==> config.mk <==
export PLATFORM = sky130hd
export DESIGN_NAME = uart_tx_framer_flat
export DESIGN_NICKNAME = d
export VERILOG_FILES = /design/src/rtl/uart_pkg.sv /design/src/rtl/uart_tx_framer_if.sv /design/src/rtl/uart_tx_framer.sv /design/src/flat_wrapper.sv
export SDC_FILE = /design/constraint.sdc
export NUM_CORES = 1
export LEC_CHECK = 0
export CAP_MARGIN = 10
export CORE_MARGIN = 5
export CORE_UTILIZATION = 55
export CTS_BUF_LIST = sky130_fd_sc_hd__clkbuf_2
export CTS_CLUSTER_DIAMETER = 50
export DETAILED_ROUTE_END_ITERATION = 8
export PLACE_DENSITY = 0.79
export SLEW_MARGIN = 20
export SYNTH_ARGS = -nofsm -noshare
export SYNTH_HDL_FRONTEND = slang
export SYNTH_SLANG_ARGS = --single-unit
export TNS_END_PERCENT = 30
==> constraint.sdc <==
create_clock -name clk -period 2 [get_ports clk]
set_input_delay 0.2 -clock clk [delete_from_list [all_inputs] [get_ports clk]]
set_output_delay 0.2 -clock clk [all_outputs]
set_load 0.005 [all_outputs]
==> src/rtl/uart_pkg.sv <==
// Shared definitions for the UART framer and the matching receive-side deframer.
package uart_pkg;

  typedef enum logic [2:0] {
    ST_IDLE = 3'd0,
    ST_HDR  = 3'd1,
    ST_LEN  = 3'd2,
    ST_PAY  = 3'd3,
    ST_CSUM = 3'd4
  } framer_state_e;

  localparam logic [7:0] DEFAULT_HEADER_BYTE = 8'hA5;

endpackage

==> src/rtl/uart_tx_framer_if.sv <==
// Payload-in / byte-out handshake bundle between the framer and its neighbours.
interface uart_tx_framer_if #(
  parameter int PAYLOAD_BYTES = 4
);
  logic [8*PAYLOAD_BYTES-1:0] payload;
  logic                       in_valid;
  logic                       in_ready;
  logic [7:0]                 tx_data;
  logic                       tx_valid;
  logic                       tx_ready;
  logic                       busy;

  modport master (
    output payload, in_valid, tx_ready,
    input  in_ready, tx_data, tx_valid, busy
  );

  modport slave (
    input  payload, in_valid, tx_ready,
    output in_ready, tx_data, tx_valid, busy
  );
endinterface

==> src/rtl/uart_tx_framer.sv <==
// Wraps a fixed-size payload into HEADER, LEN, payload bytes, CSUM and streams it
// byte by byte to a UART transmitter with valid/ready flow control.
module uart_tx_framer
  import uart_pkg::*;
#(
  parameter int         PAYLOAD_BYTES = 4,
  parameter logic [7:0] HEADER_BYTE   = DEFAULT_HEADER_BYTE
) (
  input logic              clk,
  input logic              rst,
  uart_tx_framer_if.slave  bus
);

  localparam int                 IDX_W    = $clog2(PAYLOAD_BYTES) + 1;
  localparam logic [7:0]         LEN_BYTE = 8'(PAYLOAD_BYTES);
  localparam logic [IDX_W-1:0]   LAST_IDX = IDX_W'(PAYLOAD_BYTES);

  framer_state_e              state_q,    state_d;
  logic [8*PAYLOAD_BYTES-1:0] shift_q,    shift_d;
  logic [IDX_W-1:0]           idx_q,      idx_d;
  logic [7:0]                 csum_q,     csum_d;
  logic [7:0]                 tx_data_q,  tx_data_d;
  logic                       tx_valid_q, tx_valid_d;
  logic                       in_ready_q, in_ready_d;
  logic                       busy_q,     busy_d;
  logic                       consume;

  assign consume = tx_valid_q && bus.tx_ready;

  // idx_q counts bytes already presented; csum_q folds in each byte as it is
  // presented, so it is complete by the time the last payload byte is consumed.
  always_comb begin
    // NOTE: every output of this block gets a default first, so no path can infer a latch.
    state_d    = state_q;
    shift_d    = shift_q;
    idx_d      = idx_q;
    csum_d     = csum_q;
    tx_data_d  = tx_data_q;
    tx_valid_d = tx_valid_q;
    in_ready_d = in_ready_q;
    busy_d     = busy_q;

    unique case (state_q)
      ST_IDLE: begin
        if (bus.in_valid) begin
          state_d    = ST_HDR;
          shift_d    = bus.payload;
          idx_d      = '0;
          csum_d     = 8'h00;
          tx_data_d  = HEADER_BYTE;
          tx_valid_d = 1'b1;
          in_ready_d = 1'b0;
          busy_d     = 1'b1;
        end
      end
      ST_HDR: begin
        if (consume) begin
          state_d   = ST_LEN;
          tx_data_d = LEN_BYTE;
          csum_d    = LEN_BYTE;
        end
      end
      ST_LEN: begin
        if (consume) begin
          state_d   = ST_PAY;
          tx_data_d = shift_q[7:0];
          csum_d    = csum_q ^ shift_q[7:0];
          shift_d   = shift_q >> 8;
          idx_d     = IDX_W'(1);
        end
      end
      ST_PAY: begin
        if (consume) begin
          if (idx_q == LAST_IDX) begin
            state_d   = ST_CSUM;
            tx_data_d = csum_q;
          end else begin
            tx_data_d = shift_q[7:0];
            csum_d    = csum_q ^ shift_q[7:0];
            shift_d   = shift_q >> 8;
            idx_d     = idx_q + IDX_W'(1);
          end
        end
      end
      ST_CSUM: begin
        if (consume) begin
          state_d    = ST_IDLE;
          idx_d      = '0;
          csum_d     = 8'h00;
          tx_data_d  = 8'h00;
          tx_valid_d = 1'b0;
          in_ready_d = 1'b1;
          busy_d     = 1'b0;
        end
      end
      default: begin
        state_d    = ST_IDLE;
        idx_d      = '0;
        csum_d     = 8'h00;
        tx_data_d  = 8'h00;
        tx_valid_d = 1'b0;
        in_ready_d = 1'b1;
        busy_d     = 1'b0;
      end
    endcase
  end

  always_ff @(posedge clk) begin
    if (rst) begin
      state_q    <= ST_IDLE;
      shift_q    <= '0;
      idx_q      <= '0;
      csum_q     <= 8'h00;
      tx_data_q  <= 8'h00;
      tx_valid_q <= 1'b0;
      in_ready_q <= 1'b1;
      busy_q     <= 1'b0;
    end else begin
      // NOTE: non-blocking assignments keep every flop sampling pre-edge values.
      state_q    <= state_d;
      shift_q    <= shift_d;
      idx_q      <= idx_d;
      csum_q     <= csum_d;
      tx_data_q  <= tx_data_d;
      tx_valid_q <= tx_valid_d;
      in_ready_q <= in_ready_d;
      busy_q     <= busy_d;
    end
  end

  assign bus.tx_data  = tx_data_q;
  assign bus.tx_valid = tx_valid_q;
  assign bus.in_ready = in_ready_q;
  assign bus.busy     = busy_q;

endmodule

==> src/flat_wrapper.sv <==
// flat-port wrapper written by rule: the top's interface ports become plain ports
module uart_tx_framer_flat import uart_pkg::*;
#(
  parameter int         PAYLOAD_BYTES = 4,
  parameter logic [7:0] HEADER_BYTE   = DEFAULT_HEADER_BYTE
)
  (clk, rst, bus_payload, bus_in_valid, bus_tx_ready, bus_in_ready, bus_tx_data, bus_tx_valid, bus_busy);
  uart_tx_framer_if #(.PAYLOAD_BYTES(PAYLOAD_BYTES)) bus_i ();
  input logic clk;
  input logic rst;
  input wire logic [$bits(bus_i.payload)-1:0] bus_payload;
  input wire logic [$bits(bus_i.in_valid)-1:0] bus_in_valid;
  input wire logic [$bits(bus_i.tx_ready)-1:0] bus_tx_ready;
  output wire logic [$bits(bus_i.in_ready)-1:0] bus_in_ready;
  output wire logic [$bits(bus_i.tx_data)-1:0] bus_tx_data;
  output wire logic [$bits(bus_i.tx_valid)-1:0] bus_tx_valid;
  output wire logic [$bits(bus_i.busy)-1:0] bus_busy;
  assign bus_i.payload = bus_payload;
  assign bus_i.in_valid = bus_in_valid;
  assign bus_i.tx_ready = bus_tx_ready;
  assign bus_in_ready = bus_i.in_ready;
  assign bus_tx_data = bus_i.tx_data;
  assign bus_tx_valid = bus_i.tx_valid;
  assign bus_busy = bus_i.busy;
  uart_tx_framer #(.PAYLOAD_BYTES(PAYLOAD_BYTES), .HEADER_BYTE(HEADER_BYTE)) u_core (.clk(clk), .rst(rst), .bus(bus_i));
endmodule
==> impl_metrics.tcl <==
set metrics [dict create \
    cts_sinks 56 \
    nets 361 \
    status "finished, final reports clean" \
    slew-limit-headroom_pct 57.9 \
    wire_per_inst_um 15.8 \
    syn_inst 272 \
    power_density_nw_per_um2 666 \
    async_flop_share_pct 0 \
    via_per_inst 5.69 \
    die_area_um2 6530 \
    max_cap_violations 0 \
    placementRows 25 \
    io_pins 47 \
    detail-route-antenna-nets 0 \
    areaGrowthSynthToFinish_pct 22.6 \
    hold_depth 2 \
    vias 2226 \
    overflow 0 \
    drc_errors 0 \
    synthDistinctLibCells 40 \
    wl_mm 6.17 \
    start_util_pct 57.6 \
    reg2regPathDepth 7 \
    initialDrtViolationCount 166 \
    yosysWarnings 0 \
    first_pass_iters 4 \
    synth_area_per_cell_um2 10.1 \
    syn_nets 310 \
    r2r-start "u_core.idx_q[0]" \
    clk_path_buf_depth 2 \
    fin_tns_setup_ns 0 \
    setup_viol 0 \
    period_share_pct 94.0 \
    antenna_found_initial 0 \
    pre_cts_slack_ns 0.0859 \
    synth_seq_cells 56 \
    grt_util_met1_pct 25.6 \
    crit_type "reg -> reg" \
    hold_end "u_core.bus.tx_valid" \
    cts_max_level 2 \
    tritoncts "done" \
    port_buffers 46 \
    clockRootBuffer "clkbuf_2" \
    reg2reg_slack_ns 0.12 \
    crit_path_end_kind "flip-flop" \
    leakagePower_nw 1.23 \
    use_met2_pct 32.2 \
    busiest_layer "met2" \
    fmax_mhz 532 \
    r2r_end "u_core.shift_q[0]" \
    worst_pin_slew_ns 0.629 \
    rsz0062_at_grt "no" \
    use_met3_pct 3.22 \
    cp.arrival_ns 2.23 \
    antenna_cells 0 \
    critPathMaxFanout 19 \
    grt_pass1_wl_mm 9.92 \
    synth-edff-count 0 \
    dp_hpwl_mm 4.51 \
    fin_crit_ns 1.88 \
    grt_pass1_vias 2100 \
    synth_ff_type "dfxtp_1" \
    finalHoldViolations 0 \
    synth-seq-area-share_pct 40.7 \
    vdd_drop_max_mv 0.507 \
    hp-start "rst" \
    core_area_um2 4790 \
    die_h_um 80.8 \
    clock_latency_ns 0.43 \
    critPathRequiredTime_ns 2.35 \
    drv_slew 0 \
    path_clk_slew_ns 0.27 \
    syn-cell-area_um2 2760 \
    cts_inserted_buffers 5 \
    gp_congestion 0.870 \
    skew_ns 0.0135 \
    drive_gt1_share_pct 19.1 \
    grt_max_degree 40 \
    hold_path_class "in -> reg" \
    startpoint_type "flip-flop" \
    grt_use_total_pct 19.1 \
    fin_util_pct 70.6 \
    die_w_um 80.8 \
    worst_slack_ns 0.121 \
]
## how the worst max path moves through the flow
stage	endpoint	slack, ns	start
2_1_floorplan	u_core.shift_q[14]	0.29	u_core.idx_q[0]
3_3_place_gp	u_core.shift_q[4]	0.11	bus_tx_ready
3_5_place_dp	u_core.shift_q[19]	0.09	bus_tx_ready
4_1_cts	u_core.shift_q[19]	0.10	u_core.idx_q[0]
5_1_grt	u_core.shift_q[4]	0.02	u_core.idx_q[1]
6_report	u_core.shift_q[0]	0.12	u_core.idx_q[0]
## worst max-delay path, cell delays in order, from the launching register on
cell and delay [ns]:
dfxtp_2 0.40, inv_1 0.05, ha_1 0.25, a21bo_2 0.27
a221oi_4 0.37, buf_4 0.19, clkbuf_16 0.19, a211oi_2 0.08
## repair_timing
action | in CTS | in global routing
endpoints found under the setup margin | 0 | 13
buffers inserted | 0 | 1
hold buffers | 0 | 0
resized for setup | 0 | 2
## cells in the mapped netlist, types with 3 or more instances
cell / count / area, um^2
nand3b_1: 6 / 45.0
nand3_1: 6 / 30.0
nand2b_1: 3 / 18.8
buf_2: 9 / 45.0
o311ai_0: 9 / 78.8
inv_1: 5 / 18.8
buf_4: 4 / 30.0
o21ai_0: 10 / 50.1
a22o_1: 9 / 78.8
nor2_1: 35 / 131
a211oi_2: 24 / 300
a21oi_1: 5 / 25.0
buf_6: 4 / 45.0
mux2i_1: 31 / 310
o2bb2ai_1: 6 / 52.6
dfxtp_1: 56 / 1120
o21ai_1: 5 / 25.0
clkbuf_1: 3 / 11.3
nand2_1: 17 / 63.8
## cells in the final DEF (no fill, tap or decap), types with 6 or more instances in the layout
cell type,synthesis,layout
clkdlybuf4s50_1,0,45
mux2i_1,31,31
buf_4,4,15
nand3b_1,6,6
dfxtp_1,56,54
o21ai_0,10,10
o311ai_0,9,9
nand3_1,6,6
clkbuf_2,0,7
nor2_1,35,35
o2bb2ai_1,6,6
a22o_1,9,9
nand2_1,17,17
a211oi_2,24,24
## logic make-up (layout without fill, tap and decap cells)
family                   after synthesis  in the layout  share of synthesized area [%]
flip-flops                            56             56                           40.7
AO/OA/AOI/OAI                         82             82                           28.5
multiplexers                          31             31                           11.3
buffers and inverters                 25             77                           5.45
AND/OR/NAND/NOR                       76             76                           13.2
adder cells (fa/ha/maj)                2              2                          0.908
## final cells by class
type                            count  area [um^2]
Clock inverter                      1         8.76
Inverter                            5         18.8
Sequential cell                    56         1120
Clock buffer                        7         35.0
Tap cell                           67         83.8
Multi-Input combinational cell    191         1490
Fill cell                         393         1410
Timing Repair Buffer               64          624
## flip-flops by register name, summed over array words and instances, names as in the netlist
signal and count:
u_core.bus.in_ready 1, u_core.bus.tx_data 8, u_core.bus.tx_valid 1, u_core.csum_q 8
u_core.idx_q 3, u_core.shift_q 32, u_core.state_q 3
## per-stage QoR
stage	cells	total power, mW	cell area, um^2	hold WS (ns)
2_1_floorplan	272	1.62	2760	0.333
3_3_place_gp	381	1.80	3300	0.435
3_5_place_dp	381	1.81	3300	0.450
4_1_cts	389	2.26	3340	0.0399
5_1_grt	391	2.36	3380	0.0378
6_report	391	2.25	3380	0.0684
## routing by layer
layer / vias up / part of all wire (%)
li1: 1114 / -
met2: 55 / 50
met4: 0 / 0.65
met1: 1052 / 45
met5: - / 0
met3: 5 / 5.0
## where the power goes
part | internal, mW | switching (mW) | leakage (nW)
clock network | 0.100 | 0.343 | 0.0332
logic | 0.277 | 0.257 | 0.740
registers | 1.21 | 0.0666 | 0.461
total | 1.59 | 0.666 | 1.23
No activity file was read; power rests on OpenSTA's default activity.
